==> src/rtl/multi_tap_btn_ctrl.sv <==
// Multi-channel button front end: sync, debounce, tap counting and gesture events.
// Optional long-press classification is enabled by defining LONG_PRESS_EN.
module multi_tap_btn_ctrl #(
    parameter int N_CH        = 3,
    parameter int CLK_DIV     = 50000,
    parameter int DEBOUNCE_MS = 10,
    parameter int GAP_MS      = 400,
    parameter int LONG_MS     = 1000,
    parameter int CNT_W       = 3
) (
    input  logic                    clk,
    input  logic                    rstn,
    input  logic [N_CH-1:0]         btn,
    output logic [N_CH-1:0]         evt_valid,
    output logic [N_CH*CNT_W-1:0]   evt_taps,
    output logic [N_CH-1:0]         evt_long,
    output logic [N_CH-1:0]         led,
    output logic                    tick
);

    localparam int PW   = (CLK_DIV > 1) ? $clog2(CLK_DIV) : 1;
    localparam int DW   = $clog2(DEBOUNCE_MS + 1);
    localparam int TMAX = (GAP_MS > LONG_MS) ? GAP_MS : LONG_MS;
    localparam int TW   = $clog2(TMAX + 1);

    localparam logic [PW-1:0]    PRESC_LAST = PW'(CLK_DIV - 1);
    localparam logic [DW-1:0]    DB_LAST    = DW'(DEBOUNCE_MS - 1);
    localparam logic [TW-1:0]    GAP_LAST   = TW'(GAP_MS - 1);
    localparam logic [CNT_W-1:0] TAPS_MAX   = '1;
`ifdef LONG_PRESS_EN
    localparam logic [TW-1:0]    LONG_LAST  = TW'(LONG_MS - 1);
`endif

    typedef enum logic [1:0] {
        ST_IDLE,
        ST_PRESSED,
        ST_RELEASED
`ifdef LONG_PRESS_EN
        , ST_HOLD
`endif
    } state_e;

    logic [PW-1:0]    presc_q, presc_d;
    logic [N_CH-1:0]  sync1_q, sync2_q;
    logic [N_CH-1:0]  dbLvl_q, dbRise_q, dbFall_q;
    logic [DW-1:0]    dbCnt_q [N_CH];

    state_e           state_q  [N_CH];
    logic [CNT_W-1:0] taps_q   [N_CH];
    logic [TW-1:0]    timer_q  [N_CH];
    logic [N_CH-1:0]  evtValid_q;
    logic [CNT_W-1:0] evtTaps_q [N_CH];
    logic [N_CH-1:0]  led_q;
`ifdef LONG_PRESS_EN
    logic [N_CH-1:0]  evtLong_q;
`endif

    assign tick = (presc_q == PRESC_LAST);

    always_comb begin
        presc_d = tick ? '0 : presc_q + PW'(1);
    end

    always_ff @(posedge clk or negedge rstn) begin
        if (!rstn) begin
            presc_q <= '0;
        end else begin
            presc_q <= presc_d;
        end
    end

    // The debouncer emits one-cycle rise/fall pulses when the accepted level flips.
    always_ff @(posedge clk or negedge rstn) begin
        if (!rstn) begin
            sync1_q  <= '0;
            sync2_q  <= '0;
            dbLvl_q  <= '0;
            dbRise_q <= '0;
            dbFall_q <= '0;
            for (int i = 0; i < N_CH; i++) begin
                dbCnt_q[i] <= '0;
            end
        end else begin
            sync1_q  <= btn;
            sync2_q  <= sync1_q;
            dbRise_q <= '0;
            dbFall_q <= '0;
            for (int i = 0; i < N_CH; i++) begin
                if (sync2_q[i] == dbLvl_q[i]) begin
                    dbCnt_q[i] <= '0;
                end else if (tick) begin
                    if (dbCnt_q[i] == DB_LAST) begin
                        dbCnt_q[i]  <= '0;
                        dbLvl_q[i]  <= sync2_q[i];
                        dbRise_q[i] <= sync2_q[i];
                        dbFall_q[i] <= ~sync2_q[i];
                    end else begin
                        dbCnt_q[i] <= dbCnt_q[i] + DW'(1);
                    end
                end
            end
        end
    end

    // A tap arriving in the same cycle as gap expiry wins because the rise is tested first.
    always_ff @(posedge clk or negedge rstn) begin
        if (!rstn) begin
            evtValid_q <= '0;
            led_q      <= '0;
`ifdef LONG_PRESS_EN
            evtLong_q  <= '0;
`endif
            for (int i = 0; i < N_CH; i++) begin
                state_q[i]   <= ST_IDLE;
                taps_q[i]    <= '0;
                timer_q[i]   <= '0;
                evtTaps_q[i] <= '0;
            end
        end else begin
            evtValid_q <= '0;
            for (int i = 0; i < N_CH; i++) begin
                case (state_q[i])
                    ST_IDLE: begin
                        if (dbRise_q[i]) begin
                            state_q[i] <= ST_PRESSED;
                            taps_q[i]  <= CNT_W'(1);
                            timer_q[i] <= '0;
                        end
                    end
                    ST_PRESSED: begin
                        if (dbFall_q[i]) begin
                            state_q[i] <= ST_RELEASED;
                            timer_q[i] <= '0;
                        end
`ifdef LONG_PRESS_EN
                        else if (tick) begin
                            if (timer_q[i] == LONG_LAST) begin
                                evtValid_q[i] <= 1'b1;
                                evtTaps_q[i]  <= taps_q[i];
                                evtLong_q[i]  <= 1'b1;
                                state_q[i]    <= ST_HOLD;
                                timer_q[i]    <= '0;
                            end else begin
                                timer_q[i] <= timer_q[i] + TW'(1);
                            end
                        end
`endif
                    end
                    ST_RELEASED: begin
                        if (dbRise_q[i]) begin
                            state_q[i] <= ST_PRESSED;
                            timer_q[i] <= '0;
                            if (taps_q[i] != TAPS_MAX) begin
                                taps_q[i] <= taps_q[i] + CNT_W'(1);
                            end
                        end else if (tick) begin
                            if (timer_q[i] == GAP_LAST) begin
                                evtValid_q[i] <= 1'b1;
                                evtTaps_q[i]  <= taps_q[i];
`ifdef LONG_PRESS_EN
                                evtLong_q[i]  <= 1'b0;
`endif
                                if (taps_q[i] == CNT_W'(2)) begin
                                    led_q[i] <= ~led_q[i];
                                end
                                state_q[i] <= ST_IDLE;
                                taps_q[i]  <= '0;
                                timer_q[i] <= '0;
                            end else begin
                                timer_q[i] <= timer_q[i] + TW'(1);
                            end
                        end
                    end
`ifdef LONG_PRESS_EN
                    ST_HOLD: begin
                        if (dbFall_q[i]) begin
                            state_q[i] <= ST_IDLE;
                            taps_q[i]  <= '0;
                            timer_q[i] <= '0;
                        end
                    end
`endif
                    default: begin
                        state_q[i] <= ST_IDLE;
                    end
                endcase
            end
        end
    end

    assign evt_valid = evtValid_q;
    assign led       = led_q;
`ifdef LONG_PRESS_EN
    assign evt_long  = evtLong_q;
`else
    assign evt_long  = '0;
`endif

    for (genvar g = 0; g < N_CH; g++) begin : gTaps
        assign evt_taps[g*CNT_W +: CNT_W] = evtTaps_q[g];
    end

endmodule

==> config.mk <==
export PLATFORM = sky130hd
export DESIGN_NAME = multi_tap_btn_ctrl
export DESIGN_NICKNAME = d
export VERILOG_FILES = /design/src/rtl/multi_tap_btn_ctrl.sv
export SDC_FILE = /design/constraint.sdc
export NUM_CORES = 1
export LEC_CHECK = 0
export BUFFER_PORTS_ARGS = -buffer_cell sky130_fd_sc_hd__buf_2
export CORE_ASPECT_RATIO = 0.5
export CORE_MARGIN = 3
export CORE_UTILIZATION = 25
export DETAILED_ROUTE_END_ITERATION = 12
export GPL_TIMING_DRIVEN = 0
export PLACE_DENSITY_LB_ADDON = 0.2
export SYNTH_ARGS = -nofsm -noshare
export SYNTH_HDL_FRONTEND = slang
export SYNTH_SLANG_ARGS = --single-unit
==> constraint.sdc <==
create_clock -name clk -period 5.62 [get_ports clk]
set_input_delay 0.281 -clock clk [delete_from_list [all_inputs] [get_ports clk]]
set_output_delay 0.281 -clock clk [all_outputs]
set_load 0.1 [all_outputs]
==> flow_summary_export.csv <==
group,metric,value,unit
run_status,outcome,"finished, final reports clean",
synthesis,synth_top_area_share,51.7,%
route,drt-met1-wl,5610,µm
cts,clk_path_buf_depth,2,
timing,final-max-slew-violation-count,0,
cts,htreeDepth,3,
critical_path,path_buf_inv,4,
timing,post-route-period-util,58.6,%
synthesis,synthTopCellsByCount,"dfrtp_1 (103), nand2_1 (57), o21ai_0 (50)",
cts,clkSinkCount,103,
synthesis,yosysWarnings,0,
timing,rsz0062_at_grt,"false",
floorplan,core,19000,µm²
synthesis,syn_inst,493,
critical_path,crit_arrival,3.01,ns
route,top_layer_used,"met4",
floorplan,die_y,106,µm
floorplan,initial_utilization,26.3,%
route,dr_wl_met3,250,µm
timing,relSlewSlack,35.2,%
timing,final-hold-violation-count,0,
global_route,grt_usage,10.1,%
timing,setup-tns-final,0,ns
critical_path,cpMostUsedCell,"buf_2",
cts,postCtsSetupRepairBufs,0,
layout,fillers,1994,
cts,clk_pin_slew,0.07,ns
critical_path,crit_required,5.34,ns
critical_path,reg2reg_depth,7,
layout,multi_input_area,2310,µm²
power,intPower,1.06,mW
job,cap_viol_max_count,0,
synthesis,synth_area_per_cell,10.1,µm²
route,drt-total-wl,10300,µm
timing,worst_pin_slew,0.963,ns
synthesis,synth_top_area_cell,"dfrtp_1",
min_path,holdCritPathClass,"input port to flop",
layout,n_antenna_cell,0,
layout,drive_gt1_share,11.5,%
power,combPwrFrac,2.3,%
synthesis,synth_most_common_cell,"dfrtp_1",
global_route,grt_remaining_overflow,0,
critical_path,cp_max_fo,10,
cts,clock_latency,0.35,ns
critical_path,critPathTopFamily,"buffers and inverters",
layout,fin_nets,552,
floorplan,die-area,21800,µm²
route,met2_length,4320,µm
route,num_vias,3649,
synthesis,synth_top_flop_cell,"dfrtp_1",
critical_path,endpoint_kind,"output pin",
route,ant_nets,0,
cts,cts_tree,"done",
critical_path,r2r_setup_slack,2.91,ns
timing,fin_worst_skew,0.00863,ns
route,viasPerCell,4.61,
layout,regArea,2580,µm²
power,p_leak,2.59,nW
route,drt_iter0_markers,110,
synthesis,seq_area_frac_synth,51.7,%
timing,period_needed,3.29,ns
critical_path,path_cells,"nor4_1 > nand4_1 > clkinv_1 > clkbuf_1 > buf_2 > buf_2",
critical_path,crit_type,"flop to output pin",
power,ir_drop,0.0000972,V
synthesis,synth_area,4990,µm²
floorplan,pin_count,24,
power,p_per_area,240,nW/µm²
cts,numCtsBuffers,9,
timing,fmax,0.304,GHz
layout,area_growth,14.9,%
cts,ctsRootBufferMaster,"clkbuf_16",
timing,whs,0.0306,ns
global_route,grt_pass1_wl,17900,µm
critical_path,cpPeakStageDelay,0.50,ns
route,drt_first_pass_iters,4,
synthesis,synth_edf_count,0,
power,seqPwrFrac,54.1,%
critical_path,critPathLaunchType,"flop",
critical_path,cpMaxStageDelayCell,"clkbuf_1",
place,place_congestion,0.793,
synthesis,synthDistinctLibCells,57,
global_route,grt_antenna_before_repair,0,
min_path,hold_depth,1,
floorplan,num_rows,35,
power,p_switching,0.314,mW
route,wire_per_inst,13.0,µm
floorplan,die-width,206,µm
power,pwr-share-clk,43.6,%
route,drc,0,
critical_path,cp.depth,6,
global_route,grt_pass1_vias,3515,
synthesis,synth-async-reset-ratio,100,%
power,swShare,22.8,%
place,dp_hpwl,7010,µm
synthesis,synthTopCellsByArea,"dfrtp_1 (52%), o21ai_0 (5.0%), ha_1 (4.8%), nand2_1 (4.3%), nor2_1 (2.9%)",
synthesis,ys_ff_latch,103,
global_route,grt_max_degree,67,
place,portBuffers,20,
timing,finalSetupViolCount,0,
-- placed cells by master, fill, tap and decap left out, types with 7 or more instances in the layout --
cell       count
nor2_1        39
nand2b_1       8
dfrtp_1      103
mux2_2         9
clkbuf_1       8
and3_1         7
o21ai_0       50
o31ai_1       13
a21oi_1       21
clkbuf_16      9
ha_1          19
nor3b_1       10
nor3_1        11
nand3_1       21
xnor2_1       10
nand2_1       57
inv_1         12
xor2_1         8
buf_2         20
-- power by group through the flow --
stage	combinational, mW	sequential (mW)	clock (mW)
floorplan	0.0122	0.759	0
global placement	0.0301	0.759	0
detailed placement	0.0329	0.759	0
CTS	0.0333	0.744	0.628
global route	0.0362	0.744	0.662
finish	0.0315	0.744	0.600
-- layer usage --
layer | up-vias | track usage (%)
met1 | 1776 | 14.7
met5 | - | 0
met3 | 7 | 2.99
met4 | 0 | 2.63
met2 | 25 | 14.6
li1 | 1841 | -
-- sequential cells by signal, summed over array words and instances (netlist names) --
name       flops
sync1_q        3
led            3
dbFall_q       3
dbRise_q       3
taps_q         9
state_q        6
evt_valid      3
dbLvl_q        3
evt_taps       9
dbCnt_q       12
sync2_q        3
timer_q       30
presc_q       16
-- path summary, 6_finish.rpt --
path                                   from     endpoint
worst max-delay path            presc_q[13]         tick
worst min register to register   sync1_q[2]   sync2_q[2]
min in group asynchronous              rstn  timer_q[19]
max in group asynchronous              rstn  timer_q[28]
worst max register to register   presc_q[0]   timer_q[1]
worst min-delay path                 btn[0]   sync1_q[0]
-- cell type report --
type | count | share of cell area (%)
buffer | 11 | 0.939
clock buffer | 11 | 4.23
clock inverter | 4 | 0.524
inverter | 14 | 0.939
multi-input combinational | 367 | 40.3
sequential | 103 | 45.0
tap | 259 | 5.65
timing repair buffer | 22 | 2.44
-- stage by stage --
stage	total power [mW]	utilization (%)	std cells	setup WS [ns]	area [µm²]
final	1.38	30.2	791	2.33	5730
after global placement	0.789	28.6	774	2.65	5420
after CTS	1.41	30.2	791	2.26	5730
after detailed placement	0.792	28.7	775	2.65	5450
after floorplan	0.771	-	495	3.50	4990
after global routing	1.44	30.2	791	2.11	5730
-- kinds of logic after synthesis --
logic type	count (synthesis)	synth area share, %
muxes	12	2.63
and+or+nand+nor	200	21.2
xor gates and xnor gates	19	3.49
buffers and inverters	25	2.16
other	1	0.0752
adders and majority gates	19	4.77
AOI/OAI and AO/OA	114	14.0
DFF	103	51.7
-- what timing repair did --
| item | in CTS | in global routing |
|---|---|---|
| hold endpoints to repair | 37 | 0 |
| gates resized for setup | 0 | 0 |
| hold buffers | 1 | 0 |
(Power assumes the default switching activity.)
